File: config.mk
export PLATFORM = sky130hd
export DESIGN_NAME = snn_layer_mac
export DESIGN_NICKNAME = d
export VERILOG_FILES = /design/src/rtl/snn_layer_mac.sv
export SDC_FILE = /design/constraint.sdc
export NUM_CORES = 1
export LEC_CHECK = 0
export ABC_AREA = 1
export CORE_MARGIN = 5
export CORE_UTILIZATION = 45
export DETAILED_ROUTE_END_ITERATION = 10
export DONT_BUFFER_PORTS = 1
export GPL_TIMING_DRIVEN = 0
export MAX_ROUTING_LAYER = met4
export SLEW_MARGIN = 20
export SYNTH_ARGS = -nofsm -noshare
export SYNTH_HDL_FRONTEND = slang
export SYNTH_SLANG_ARGS = --single-unit
File: constraint.sdc
create_clock -name clk -period 3.6 [get_ports clk]
set_input_delay 0.9 -clock clk [delete_from_list [all_inputs] [get_ports clk]]
set_output_delay 0.9 -clock clk [all_outputs]
set_load 0.01 [all_outputs]
File: src/rtl/snn_layer_mac.sv
// Sequencer and MAC engine for one fully connected spiking layer: scans spike and weight RAMs,
// accumulates weights of spiking inputs and writes a shifted, clamped activation per neuron.
module snn_layer_mac #(
    parameter int unsigned IN_COUNT       = 784,
    parameter int unsigned OUT_COUNT      = 32,
    parameter int unsigned IN_ADDR_WIDTH  = 10,
    parameter int unsigned W_ADDR_WIDTH   = 15,
    parameter int unsigned OUT_ADDR_WIDTH = 5,
    parameter int unsigned W_WIDTH        = 8,
    parameter int unsigned ACC_WIDTH      = 18,
    parameter int unsigned SHIFT          = 4
) (
    input  logic                      clk,
    input  logic                      rst,
    input  logic                      start,
    output logic [IN_ADDR_WIDTH-1:0]  in_addr,
    input  logic                      in_q,
    output logic [W_ADDR_WIDTH-1:0]   w_addr,
    input  logic [W_WIDTH-1:0]        w_q,
    output logic [OUT_ADDR_WIDTH-1:0] out_addr,
    output logic [7:0]                out_data,
    output logic                      out_we,
    output logic                      busy,
    output logic                      done
);

    localparam logic [2:0] ST_IDLE  = 3'd0;
    localparam logic [2:0] ST_READ  = 3'd1;
    localparam logic [2:0] ST_DRAIN = 3'd2;
    localparam logic [2:0] ST_WRITE = 3'd3;
    localparam logic [2:0] ST_DONE  = 3'd4;

    localparam logic [IN_ADDR_WIDTH-1:0]  IN_LAST  = IN_ADDR_WIDTH'(IN_COUNT - 1);
    localparam logic [OUT_ADDR_WIDTH-1:0] OUT_LAST = OUT_ADDR_WIDTH'(OUT_COUNT - 1);

    localparam logic signed [ACC_WIDTH-1:0] ACT_ZERO = '0;
    localparam logic signed [ACC_WIDTH-1:0] ACT_MAX  = ACC_WIDTH'(255);

    logic [2:0]                    state_q, state_d;
    logic [IN_ADDR_WIDTH-1:0]      i_q, i_d;
    logic [W_ADDR_WIDTH-1:0]       w_addr_q, w_addr_d;
    logic [OUT_ADDR_WIDTH-1:0]     n_q, n_d;
    logic signed [ACC_WIDTH-1:0]   acc_q, acc_d;
    logic                          vld_q, vld_d;
    logic [7:0]                    out_data_q, out_data_d;
    logic                          out_we_q, out_we_d;
    logic                          busy_q, busy_d;
    logic                          done_q, done_d;

    logic signed [ACC_WIDTH-1:0]   w_ext;
    logic signed [ACC_WIDTH-1:0]   acc_sum;
    logic signed [ACC_WIDTH-1:0]   acc_shr;

    function automatic logic [7:0] clamp8(input logic signed [ACC_WIDTH-1:0] v);
        if (v <= ACT_ZERO) begin
            return 8'd0;
        end else if (v >= ACT_MAX) begin
            return 8'hff;
        end else begin
            return v[7:0];
        end
    endfunction

    assign w_ext   = {{(ACC_WIDTH - W_WIDTH){w_q[W_WIDTH-1]}}, w_q};
    // Data returned this cycle belongs to the address issued last cycle, flagged by vld_q.
    assign acc_sum = (vld_q && in_q) ? acc_q + w_ext : acc_q;
    assign acc_shr = acc_sum >>> SHIFT;

    always_comb begin
        state_d    = state_q;
        i_d        = i_q;
        w_addr_d   = w_addr_q;
        n_d        = n_q;
        acc_d      = acc_sum;
        vld_d      = 1'b0;
        out_data_d = 8'd0;
        out_we_d   = 1'b0;
        busy_d     = busy_q;
        done_d     = 1'b0;

        unique case (state_q)
            ST_IDLE: begin
                if (start) begin
                    state_d  = ST_READ;
                    i_d      = '0;
                    n_d      = '0;
                    w_addr_d = '0;
                    acc_d    = '0;
                    busy_d   = 1'b1;
                end
            end
            ST_READ: begin
                vld_d = 1'b1;
                if (i_q == IN_LAST) begin
                    state_d = ST_DRAIN;
                end else begin
                    i_d      = i_q + 1'b1;
                    w_addr_d = w_addr_q + 1'b1;
                end
            end
            ST_DRAIN: begin
                // acc_sum already includes the final returned pair.
                state_d    = ST_WRITE;
                out_we_d   = 1'b1;
                out_data_d = clamp8(acc_shr);
            end
            ST_WRITE: begin
                if (n_q == OUT_LAST) begin
                    state_d = ST_DONE;
                    done_d  = 1'b1;
                end else begin
                    state_d  = ST_READ;
                    n_d      = n_q + 1'b1;
                    i_d      = '0;
                    w_addr_d = w_addr_q + 1'b1;
                    acc_d    = '0;
                end
            end
            ST_DONE: begin
                state_d = ST_IDLE;
                busy_d  = 1'b0;
            end
            default: begin
                state_d = ST_IDLE;
                busy_d  = 1'b0;
            end
        endcase
    end

    always_ff @(posedge clk or posedge rst) begin
        if (rst) begin
            state_q    <= ST_IDLE;
            i_q        <= '0;
            w_addr_q   <= '0;
            n_q        <= '0;
            acc_q      <= '0;
            vld_q      <= 1'b0;
            out_data_q <= 8'd0;
            out_we_q   <= 1'b0;
            busy_q     <= 1'b0;
            done_q     <= 1'b0;
        end else begin
            state_q    <= state_d;
            i_q        <= i_d;
            w_addr_q   <= w_addr_d;
            n_q        <= n_d;
            acc_q      <= acc_d;
            vld_q      <= vld_d;
            out_data_q <= out_data_d;
            out_we_q   <= out_we_d;
            busy_q     <= busy_d;
            done_q     <= done_d;
        end
    end

    assign in_addr  = i_q;
    assign w_addr   = w_addr_q;
    assign out_addr = n_q;
    assign out_data = out_data_q;
    assign out_we   = out_we_q;
    assign busy     = busy_q;
    assign done     = done_q;

endmodule
Word-level counts from Yosys, hierarchy flattened
Cells that the tools add are included.
Widths: inputs -> output; s select.
{"block": "totals", "regBits": 63, "output_inout_bits": 41, "elab_cells": 63}
{"block": "classes", "add_sub_neg": 4, "n_lt_le_gt_ge": 2, "eq_ne": 9, "muxes": 28, "n_bitwise": 1, "reduce_logical": 9}
{"cell": "$mux 18", "n": 3}
{"cell": "$mux 15", "n": 3}
{"cell": "$pmux 15 s3", "n": 1}
{"cell": "$pmux 18 s2", "n": 1}
{"cell": "$mux 10", "n": 3}
{"cell": "$pmux 10 s3", "n": 1}
{"cell": "$mux 8", "n": 3}
{"cell": "$add 18x8->18", "n": 1}
{"cell": "$add 15x1->15 const B", "n": 1}
{"cell": "$ge 14x9->1 const B", "n": 1}
{"cell": "$le 14x1->1 const B", "n": 1}
{"cell": "$pmux 3 s4", "n": 1}
{"cell": "$add 10x1->10 const B", "n": 1}
{"cell": "$eq 10x10->1 const B", "n": 1}
{"cell": "$mux 5", "n": 2}
{"cell": "$pmux 5 s2", "n": 1}
{"cell": "$mux 3", "n": 3}
{"cell": "$ne 2x2->1 const B", "n": 4}
{"cell": "$eq 3x2->1 const B", "n": 2}
{"cell": "$add 5x1->5 const B", "n": 1}
{"cell": "$eq 5x5->1 const B", "n": 1}
{"cell": "$mux 1", "n": 5}
{"cell": "$reduce_and 2->1", "n": 2}
{"cell": "$reduce_and 4->1", "n": 1}
{"cell": "9 further kinds", "n": 9}

Logic depth before layout (Yosys ltp)
{"block": "logic_depth", "word_depth": 6, "depth_mapped": 17}

Worst setup path after synthesis
OpenSTA, ideal clock, no wires.
{"block": "synth_path", "path_kind": "input port to flip-flop", "from": "input w_q[0]", "to": "register out_data_q[0], in the netlist out_data[0]", "setup_time_ns": 0.119, "arrival_ns": 2.583, "required_ns": 3.481, "path_slack_ns": 0.898, "stages": 17, "path_buffers": 0, "path_cell_list": "ha_1 -> inv_1 -> fa_1 -> inv_1 -> nand3_1 -> nand2_1 -> nand2_1 -> nand2_1 -> nand2_1 -> nand2_1 -> nand2_1 -> nand3_1 -> nand2_1 -> nor3_1 -> nand2_1 -> nand2_2 -> nor2_1"}
{"block": "synth_between", "elab_chain_cells": 6, "elab_cells_between_ends": 7, "cone_classes": "add/sub (1); order compare (2); mux (4)"}
{"element": "from (decl)", "line": "19", "source": "input logic [W_WIDTH-1:0] w_q,"}
{"element": "$add 18x8->18 *", "line": "66", "source": "assign acc_sum = (vld_q && in_q) ? acc_q + w_ext : acc_q;"}
{"element": "$mux 18 *", "line": "66"}
{"element": "$ge 14x9->1", "line": "57", "source": "end else if (v >= ACT_MAX) begin"}
{"element": "$mux 8", "line": "57"}
{"element": "$mux 8 *", "line": "55", "source": "if (v <= ACT_ZERO) begin"}
{"element": "$mux 8 *", "line": "81", "source": "unique case (state_q)"}
{"element": "via out_data_d[0]", "line": "45", "source": "logic [7:0] out_data_q, out_data_d;"}
{"element": "to (signal assigned)", "line": "149", "source": "out_data_q <= out_data_d;"}
{"element": "to (decl)", "line": "45"}
Mark *: on every way through the listed nets, which the timed path passes. The rest lies on a longest branch.
A chain may end at the register's enable or synchronous reset.

Final worst setup path
Ends and elaborated chain as after synthesis.

==> out/metrics.sh <==
ANTENNA_FOUND_INITIAL=0
GP_CONGESTION=0.863
FINAL-SETUP-VIOL-COUNT=0
CRIT_FANOUT=5
NUMBER_OF_BUFFERS_ON_THE_LONGEST_CLOCK_PATH=2
PERIOD_SHARE_PCT=78.0
FINAL.MIN_CLOCK_PERIOD_NS=2.81
YOSYS_TOP_CELL_BY_AREA='dfrtp_1'
DRCVIOLATIONCOUNT=0
CRITICAL_PATH.ENDPOINT_TYPE='register'
ORIGIN_OF_THE_CRITICAL_FLOP_TO_FLOP_PATH='acc_q[0]'
POST_SYNTH_INSTANCE_AREA_MM2=0.00411
PLACEMENTROWS=34
FIN_NETS=635
WORSTREGTOREGCELLS=14
CTS.SINK_COUNT=63
SYN_NETS=623
SYNTH.MUX.AREA_FRACTION_PCT=0
CTS_POST_SETUP_BUFFERS_INSERTED=0
NUM_IO_PINS=53
ANTENNADIODECOUNT=0
RRSETUPSLACK_NS=1.00
ARRIVAL_TIME_OF_THE_WORST_SETUP_PATH_NS=3.06
SYNTHARSTFLOPSHARE_PCT=100
R2R-END='out_data[0]'
IR_WORST_VDD_mV=0.425
TIMING.MAX_CAP.VIOLATIONS=0
HOLD_WS_NS=0.350
YOSYS_WARNINGS=0
CTS_TREE='built'
FLOORPLAN.CORE_AREA_MM2=0.00881
DRTANTENNAVIOLNETS=0
WORSTSKEWPAIRLATENCY_NS=0.33
GRT_REMAINING_OVERFLOW=0
POWER-PER-CELL-AREA_mW_PER_MM2=780
YS_SEQ_ELEMENTS=63
SYNTH_TOP_AREA_SHARE_PCT=38.4
FIRST_PASS_ITERATION_COUNT_OF_THE_DETAILED_ROUTER=4
DIE_AREA_MM2=0.0111
NETLIST_TOP_CELLS_AREA='dfrtp_1, nand2_1, inv_1'
PLACE_WORST_SETUP_SLACK_NS=0.437
PORTBUFFERS=0
POST-SYNTH-TOP-COUNT-CELL='nand2_1'
TRANSITION_TIME_OF_THE_TIGHTEST_SLEW_CHECK_PIN_NS=0.522
SYNTH_TOP_FAMILY_BY_AREA='simple AND/OR/NAND/NOR gates'
ROOT_BUFFER='clkbuf_8'
EDFF_COUNT_SYNTH=0
DIEHEIGHT_UM=106
INITIAL_UTILIZATION_PCT=46.7
SYN_AVG_CELL_AREA_UM2=6.98
RESULT_OF_THE_RUN='complete, no violations'
CTS_INSERTED_BUFFERS=9
DIE_W_UM=106
NETLIST_INSTANCES=589
CRIT_PATH_START_KIND='input port'
SYNTHTOLAYOUTAREAGROWTH_PCT=8.16
NUMBER_OF_GLOBAL_ROUTE_VIAS_BEFORE_REPAIR=3562
SETUP-TNS-FINAL_NS=0
POST_SYNTH_NUM_CELL_TYPES=36
TIMING.FINAL.WS_SETUP_NS=0.791
DRIVE_ABOVE_1_SHARE_PCT=7.46
LEAKAGE_uW=0.00239
GLOBAL_ROUTE.USAGE.TOTAL_PCT=19.1
H_TREE_LEVELS=3
SYNTH_SEQUENTIAL_AREA_RATIO_PCT=38.4
CTSRESIZECOUNT=0
FINALHOLDVIOLATIONS=0
HOLD_BUFFERS=0
CLKTRANSATPATHREGS_NS=0.06
MAX_CLOCK_FREQ_MHz=356
SYNTH_FA_HA_AREA_SHARE_PCT=6.88
DRT-WIRELENGTH-PER-CELL_UM=13.7
WORST_EP_REQUIRED_TIME_NS=3.85
TOTALWIRELENGTH_UM=9740
CRITICAL_PATH_CLASS='input port to register'
DETAIL_ROUTE.ITER0.VIOLATIONS=176
RSZ0062_AT_GRT='no'
RELSLEWSLACK_PCT=65.2
GRT_PASS1_WL_UM=16800
HPWLAFTERDP_UM=7790
FINAL.SETUP_SKEW_NS=0.00511
TIMING_MAX_TRANSITION_VIOLATIONS_FINAL=0
GRT_START_MAX_NET_PINS=52
POST_DRT_VIA_CELL_RATIO=5.06
VIA_COUNT=3597
WORST_HOLD_PATH_TYPE='input port to async pin'
SYNTH-MAIN-FF-CELL='dfrtp_1'
COMPLEX_GATE_FRACTION_OF_THE_SYNTHESIZED_AREA_PCT=7.37
POST_SYNTH_MOST_FREQUENT_CELLS='nand2_1, inv_1, nor2_1, dfrtp_1, nand3_1'
SYNTHXORXNORAREAFRAC_PCT=0.639
POST_SYNTH_AND_OR_NAND_NOR_AREA_FRACTION_PCT=36.5
critical path: stages:
cell,delay [ns]
ha_1,0.20
inv_1,0.07
fa_1,0.35
inv_1,0.16
nand3_1,0.09
nand2_1,0.17
xnor2_1,0.12
a21oi_1,0.35
nand2_1,0.10
nor2_1,0.12
nand3_1,0.08
nand3_1,0.15
nor2_1,0.06
nor2_1,0.13
cells by family after synthesis:
family / after synthesis
DFF: 63
adders and majority gates: 22
buffers and inverters: 110
AOI/OAI and AO/OA: 56
xor gates and xnor gates: 3
and+or+nand+nor: 335
through the flow:
| stage | util [%] | std cells | power [uW] | instance area (um^2) |
|---|---|---|---|---|
| 2_1_floorplan | - | 589 | 2480 | 4110 |
| 3_3_place_gp | 48.2 | 697 | 2890 | 4250 |
| 3_5_place_dp | 48.6 | 698 | 2940 | 4280 |
| 4_1_cts | 50.5 | 711 | 3500 | 4450 |
| 5_1_grt | 50.5 | 711 | 3840 | 4450 |
| 6_report | 50.5 | 711 | 3470 | 4450 |
cell usage in the layout, fill, tap and decap left out, drive strengths merged:
master / netlist / final
nand2: 162 / 162
inv: 102 / 102
nor2: 82 / 82
dfrtp: 63 / 63
nand3: 41 / 41
a21oi: 31 / 31
ha: 21 / 21
nor3: 18 / 18
o21ai: 16 / 16
clkbuf: 4 / 16
nand4: 11 / 11
or2: 11 / 11
buf: 4 / 5
nor4: 3 / 3
and2: 3 / 3
xnor2: 2 / 2
nand3b: 2 / 2
a211oi: 2 / 2
a31oi: 2 / 2
a32o: 1 / 1
a22oi: 1 / 1
o31ai: 1 / 1
xor2: 1 / 1
nand2b: 1 / 1
a21boi: 1 / 1
o211ai: 1 / 1
nor3b: 1 / 1
fa: 1 / 1
clkinv: 0 / 1
flip-flops by register name, indices dropped and copies added, names as in the netlist:
signal / cells
in_addr: 10
w_addr: 15
out_we: 1
out_addr: 5
busy: 1
out_data: 8
vld_q: 1
done: 1
state_q: 3
acc_q: 18
how the worst max path moves through the flow:
stage	cells after the start	to	slack (ns)	start
3_3_place_gp	1	acc_q[2]	0.42	rst
4_1_cts	14	out_data[0]	0.79	w_q[0]
6_report	14	out_data[0]	0.79	w_q[0]
3_5_place_dp	14	out_data[0]	0.44	w_q[0]
5_1_grt	14	out_data[2]	0.58	w_q[0]
2_1_floorplan	17	out_data[0]	0.90	w_q[0]
power by group:
group / total, uW / switching [uW] / internal (uW)
registers: 1120 / 208 / 911
clock network: 542 / 248 / 294
logic: 1800 / 1200 / 609
total: 3470 / 1650 / 1810
final cells by class:
type,instances,area (um^2)
Clock inverter,1,5.00
Sequential cell,63,1580
Inverter,102,388
Timing Repair Buffer,1,27.5
Tap cell,108,135
Multi-Input combinational cell,416,2110
Fill cell,876,4360
Clock buffer,12,165
Buffer,8,35.0
routing by layer:
layer | vias to the layer above | track usage, % | wire length, um
met4 | 0 | 7.03 | 176
met3 | 16 | 5.50 | 542
met5 | - | - | 0
met2 | 70 | 31.1 | 4630
li1 | 1881 | - | -
met1 | 1630 | 22.7 | 4390
No activity file was read; power rests on OpenSTA's default activity.
